[config.mk]
export PLATFORM = sky130hd
export DESIGN_NAME = uart_mem_loader
export DESIGN_NICKNAME = d
export VERILOG_FILES = /design/src/rtl/uart_mem_loader.sv
export SDC_FILE = /design/constraint.sdc
export NUM_CORES = 1
export LEC_CHECK = 0
export ABC_AREA = 1
export CAP_MARGIN = 20
export CORE_MARGIN = 2
export CORE_UTILIZATION = 40
export DETAILED_ROUTE_END_ITERATION = 6
export HOLD_SLACK_MARGIN = 0.05
export PLACE_DENSITY = 0.66
export SLEW_MARGIN = 20
export SYNTH_ARGS = -nofsm -noshare
export SYNTH_HDL_FRONTEND = slang
export SYNTH_SLANG_ARGS = --single-unit
[constraint.sdc]
create_clock -name clk -period 9.9 [get_ports clk]
set_input_delay 1.98 -clock clk [delete_from_list [all_inputs] [get_ports clk]]
set_output_delay 1.98 -clock clk [all_outputs]
set_load 0.05 [all_outputs]
[src/rtl/uart_mem_loader.sv]
// UART memory loader: assembles received bytes into 32-bit words and writes
// them to IM/DM (load mode), or reads DM/IM words and streams them out
// LSB-byte-first on the UART transmitter (dump mode). Drives the done LEDs.
module uart_mem_loader #(
  parameter int ADDR_W        = 8,
  parameter int IM_LOAD_WORDS = 10,
  parameter int DM_LOAD_WORDS = 3,
  parameter int DUMP_WORDS    = 3
) (
  input  logic              clk,
  input  logic              reset,
  input  logic              uart_on,
  input  logic              uart_mode,
  input  logic              uart_ram_id,
  input  logic [7:0]        rx_data,
  input  logic              rx_valid,
  input  logic              tx_busy,
  output logic [7:0]        tx_data,
  output logic              tx_start,
  output logic              mem_sel,
  output logic              mem_we,
  output logic              mem_re,
  output logic [ADDR_W-1:0] mem_addr,
  output logic [31:0]       mem_wdata,
  input  logic [31:0]       mem_rdata,
  output logic              im_done,
  output logic              dm_done,
  output logic              dump_done
);

  localparam logic [3:0] S_IDLE     = 4'd0;
  localparam logic [3:0] S_LOAD     = 4'd1;
  localparam logic [3:0] S_WRITE    = 4'd2;
  localparam logic [3:0] S_LOAD_END = 4'd3;
  localparam logic [3:0] S_RD       = 4'd4;
  localparam logic [3:0] S_LATCH    = 4'd5;
  localparam logic [3:0] S_SEND     = 4'd6;
  localparam logic [3:0] S_TXWAIT   = 4'd7;
  localparam logic [3:0] S_DUMP_END = 4'd8;

  // Word counts compared one bit wider so a full 2^ADDR_W session is reachable.
  localparam logic [ADDR_W:0] IM_LW  = (ADDR_W+1)'(IM_LOAD_WORDS);
  localparam logic [ADDR_W:0] DM_LW  = (ADDR_W+1)'(DM_LOAD_WORDS);
  localparam logic [ADDR_W:0] DMP_W  = (ADDR_W+1)'(DUMP_WORDS);
  localparam logic [ADDR_W:0] ONE_W  = (ADDR_W+1)'(1);

  logic [3:0]        state_q, state_d;
  logic              sel_q, sel_d;
  logic [1:0]        byte_q, byte_d;
  logic [ADDR_W-1:0] wc_q, wc_d;
  logic              im_done_q, im_done_d;
  logic              dm_done_q, dm_done_d;
  logic              dump_done_q, dump_done_d;
  logic              we_q, we_d;
  logic              re_q, re_d;
  logic              txs_q, txs_d;
  logic [7:0]        tx_data_q, tx_data_d;
  logic [ADDR_W-1:0] addr_q, addr_d;
  logic [31:0]       wdata_q, wdata_d;
  logic [31:0]       word_q, word_d;
  logic [31:0]       rdata_q, rdata_d;

  logic [ADDR_W:0]   wc_inc;
  logic [ADDR_W:0]   load_words;
  logic [31:0]       rsh;

  assign wc_inc     = {1'b0, wc_q} + ONE_W;
  assign load_words = sel_q ? DM_LW : IM_LW;
  assign rsh        = rdata_q >> {byte_q, 3'b000};

  // Next-state and output-register logic for the load/dump sequencer.
  always_comb begin
    state_d     = state_q;
    sel_d       = sel_q;
    byte_d      = byte_q;
    wc_d        = wc_q;
    im_done_d   = im_done_q;
    dm_done_d   = dm_done_q;
    dump_done_d = dump_done_q;
    we_d        = 1'b0;
    re_d        = 1'b0;
    txs_d       = 1'b0;
    tx_data_d   = tx_data_q;
    addr_d      = addr_q;
    wdata_d     = wdata_q;
    word_d      = word_q;
    rdata_d     = rdata_q;

    if (!uart_on) begin
      // Session dropped: abandon any partial word, keep done flags.
      state_d = S_IDLE;
      byte_d  = 2'd0;
    end else begin
      case (state_q)
        S_IDLE: begin
          sel_d  = uart_ram_id;
          wc_d   = '0;
          byte_d = 2'd0;
          if (!uart_mode) begin
            state_d = S_LOAD;
            if (uart_ram_id) dm_done_d = 1'b0;
            else             im_done_d = 1'b0;
          end else begin
            state_d     = S_RD;
            dump_done_d = 1'b0;
            re_d        = 1'b1;
            addr_d      = '0;
          end
        end
        S_LOAD: begin
          if (rx_valid) begin
            word_d = {rx_data, word_q[31:8]};
            byte_d = byte_q + 2'd1;
            if (byte_q == 2'd3) begin
              wdata_d = {rx_data, word_q[31:8]};
              addr_d  = wc_q;
              we_d    = 1'b1;
              state_d = S_WRITE;
            end
          end
        end
        S_WRITE: begin
          // A byte arriving during the write starts the next word.
          if (rx_valid) begin
            word_d = {rx_data, word_q[31:8]};
            byte_d = byte_q + 2'd1;
          end
          wc_d = wc_inc[ADDR_W-1:0];
          if (wc_inc == load_words) begin
            if (sel_q) dm_done_d = 1'b1;
            else       im_done_d = 1'b1;
            state_d = S_LOAD_END;
          end else begin
            state_d = S_LOAD;
          end
        end
        S_RD: begin
          state_d = S_LATCH;
        end
        S_LATCH: begin
          rdata_d = mem_rdata;
          byte_d  = 2'd0;
          state_d = S_SEND;
        end
        S_SEND: begin
          if (!tx_busy) begin
            tx_data_d = rsh[7:0];
            txs_d     = 1'b1;
            state_d   = S_TXWAIT;
          end
        end
        S_TXWAIT: begin
          // tx_busy only rises after the start strobe, so skip the strobe cycle.
          if (!txs_q && !tx_busy) begin
            if (byte_q != 2'd3) begin
              byte_d  = byte_q + 2'd1;
              state_d = S_SEND;
            end else begin
              wc_d = wc_inc[ADDR_W-1:0];
              if (wc_inc == DMP_W) begin
                dump_done_d = 1'b1;
                state_d     = S_DUMP_END;
              end else begin
                re_d    = 1'b1;
                addr_d  = wc_inc[ADDR_W-1:0];
                state_d = S_RD;
              end
            end
          end
        end
        S_LOAD_END, S_DUMP_END: begin
          state_d = state_q;
        end
        default: state_d = S_IDLE;
      endcase
    end
  end

  // Control state and all visible outputs clear asynchronously on reset.
  always_ff @(posedge clk or negedge reset) begin
    if (!reset) begin
      state_q     <= S_IDLE;
      sel_q       <= 1'b0;
      byte_q      <= 2'd0;
      wc_q        <= '0;
      im_done_q   <= 1'b0;
      dm_done_q   <= 1'b0;
      dump_done_q <= 1'b0;
      we_q        <= 1'b0;
      re_q        <= 1'b0;
      txs_q       <= 1'b0;
      tx_data_q   <= 8'd0;
      addr_q      <= '0;
      wdata_q     <= 32'd0;
    end else begin
      state_q     <= state_d;
      sel_q       <= sel_d;
      byte_q      <= byte_d;
      wc_q        <= wc_d;
      im_done_q   <= im_done_d;
      dm_done_q   <= dm_done_d;
      dump_done_q <= dump_done_d;
      we_q        <= we_d;
      re_q        <= re_d;
      txs_q       <= txs_d;
      tx_data_q   <= tx_data_d;
      addr_q      <= addr_d;
      wdata_q     <= wdata_d;
    end
  end

  // Internal word buffers are only meaningful once filled, so no reset.
  always_ff @(posedge clk) begin
    word_q  <= word_d;
    rdata_q <= rdata_d;
  end

  assign tx_data   = tx_data_q;
  assign tx_start  = txs_q;
  assign mem_sel   = sel_q;
  assign mem_we    = we_q;
  assign mem_re    = re_q;
  assign mem_addr  = addr_q;
  assign mem_wdata = wdata_q;
  assign im_done   = im_done_q;
  assign dm_done   = dm_done_q;
  assign dump_done = dump_done_q;

endmodule

==> metrics <==
status finished, final reports clean; # DRC 0; die width 117.6 µm; Ys Warns 0; Post-Synth XOR/XNOR Area less than 1%; Post-Synth Simple-Gate Area 21.32%; Final Max Tran Viols 0; final hold slack 0.4469 ns; Top Layer Used met4; clk_lat worst skew 0.42 ns; Reg2Reg Depth 7; Slew headroom 38.58%; Seq/Total Area, Yosys 66.08%; main combinational cell family by area after synthesis simple AND/OR/NAND/NOR gates; Layout Nets 649; Setup WS pre-CTS 5.296 ns; Inserted Diodes 0; Hold Crit Class flop to flop; largest net degree at the start of global routing 70; FP Rows 41; Synth cell types 33; critical path fanouts, max 34; setup violators final 0; Netlist Area Pre-Place 5157 µm²; Post-Syn Nets between 500 and 600; fraction of layout cells with a size suffix above 1 10.29%; CTS Sinks around 130; hold depth 2; Reg2Reg Launch Point byte_q[0]; wire per inst 14.24 µm; io pins 102; Worst Setup Path Type input pin to flop; Max Root-Sink Buffers 2; Yosys top cell area share 33.48%; post-route setup slack 5.764 ns; clk root buf clkbuf_16; post-route setup TNS 0 ns; 1st-pass router iterations 5; initial core utilization 40.87%; post-cts gate resize count 0; reg-to-reg slack, setup 7.18 ns; Die H 117.6 µm; Primary FF master, synth dfrtp_1; die area 13,820 µm²; Final min period approximately 4.1 ns; TritonCTS Buffers 17; Compound-Gate Fraction of Synth Area 6.429%; initial DRC count 308; Max Freq 241.8 MHz; Post-CTS Setup Inserts 0; Final Hold Viols 0; Post-Synth Adder-Cell Area 0.7278%; via count 3,832; area leader, netlist dfrtp_1; GPL Wtd Cong 0.8499; EDFF count, synth 56; routed wl met2 5515 µm; routed wl met3 between 500 and 600 µm; CTS Hold Bufs 0; DRT met1 WL 4888 µm; Combinational Power Share roughly a quarter; global-route wire length before repair 18,710 µm; Gate Count Post-Synth 488; proportion of synthesized area in mux cells 1.941%; cell with the most instances after synthesis nand2_1; LEAKAGE between 2 and 3 nW; slew at the pin with the worst max-slew slack between 0.9 and 1 ns; clock slew at reported path FFs around 0.05 ns; Mapped Avg Cell Area 10.57 µm²; VDD IR max 0.0001312 V; Routed WL 11,160 µm; part of the power in the clock network 36.0%; Worst setup SP type input pin; All-Layer GR Usage between 15 and 20%; Endpoint, Worst Hold mem_wdata[5]; vias in the first global route 3,855; Layout area overhead 33.94%; Pint 1.065 mW; Final period util 41.78%; crit path capture type flop; grt total ovfl 0; Reg power frac 40.7%; I/O Buffers 101; Worst Path Required approximately 10 ns; Setup Skew slightly above 0.007 ns; Net Sw Frac 32.15%; PD cells 227.3 nW/µm²; CTS tree done; CORE AREA roughly 13,000 µm²; vias per cell 4.888; Final ANT Viol Nets 0; synth cell count leaders nand2_1 (166), dfrtp_1 (69), edfxtp_1 (56), nor2_1 (41), inv_1 (25); Async SR Flop Fraction a little under three fifths; H-Tree Depth 4; Layout Utilization a little over half; RR Endpoint mem_wdata[10]; #FFs+latches synth 125; hold path startpoint word_q[13]; RSZ-0062 raised after global routing false; synth top area cells dfrtp_1 (33%), edfxtp_1 (33%), nand2_1 (12%); dpl hpwl 7778 µm; max cap viols 0; number of antenna violations at the first check in global routing 0; Net Switching 0.5047 mW; worst path arrival time 4.44 ns
## stage by stage
step	instance area [µm²]	std cells	power, mW
after floorplan	5157	488	0.8856
after global placement	6359	752	1.009
after detailed placement	6359	752	1.015
after CTS	6908	784	1.586
after global routing	6908	784	1.644
final	6908	784	1.570
## worst max-delay path, stage by stage
cell	delay (ns)
clkdlybuf4s50_1	0.67
clkinv_1	0.36
nor3_4	0.26
buf_4	0.36
inv_1	0.50
nand2_1	0.20
nand2_1	0.08
## logic make-up after synthesis
logic type | count (synthesis)
compound gates | 53
xor+xnor | 1
fa+ha+maj | 3
buf+inv | 42
flops | 125
mux | 9
simple gates | 255
## power groups by stage
stage	logic, mW	clock network, mW	registers (mW)
after floorplan	0.160	0	0.726
after global placement	0.362	0	0.648
after detailed placement	0.367	0	0.648
after CTS	0.369	0.578	0.639
after global routing	0.398	0.600	0.646
final	0.367	0.565	0.639
## per-layer routing
metal | vias to the layer above | global-route usage (%)
met5 | - | 0
met4 | 0 | 6.401
met3 | 14 | 5.717
met2 | 107 | 27.78
met1 | 1837 | 21.84
li1 | 1874 | -
## layout by cell type, fill, tap and decap left out, types with 4 or more instances in the layout
cell type	n
clkdlybuf4s50_1	100
mux2_2	8
nand4_1	5
edfxtp_1	56
nand2_2	4
dfrtp_1	69
a21oi_1	6
nand3_1	22
buf_4	4
clkbuf_8	4
inv_1	25
clkinv_2	4
nor2_1	41
o21ai_0	20
o22ai_1	14
o32ai_1	8
nand2_1	166
clkbuf_16	17
## registers in the layout, summed over array words and instances, names as in the netlist, 2 cells and up
name / count
rdata_q: 32
tx_data: 8
state_q: 4
byte_q: 2
mem_wdata: 32
wc_q: 8
word_q: 24
mem_addr: 8
## layout make-up
| class | instances | area (µm²) |
|---|---|---|
| multi-input cells | 321 | 1590 |
| well taps | 172 | 215.2 |
| flip-flops and latches | 125 | 3408 |
| fillers | 1136 | 5712 |
| repair buffers | 105 | 1036 |
| clock inverters | 9 | 61.31 |
| clock buffers | 23 | 488.0 |
| inverters | 29 | 108.9 |
## how the worst max path moves through the flow
stage                        from       endpoint  slack [ns]  depth (start not counted)
after floorplan           uart_on     rdata_q[0]        3.90                          3
after global placement    uart_on  mem_wdata[16]        5.39                          7
after detailed placement  uart_on  mem_wdata[10]        5.30                          7
after CTS                 uart_on  mem_wdata[10]        5.74                          7
after global routing      uart_on   mem_wdata[6]        5.47                          7
final                     uart_on  mem_wdata[10]        5.76                          7
Power figures use the tool's default switching activity.
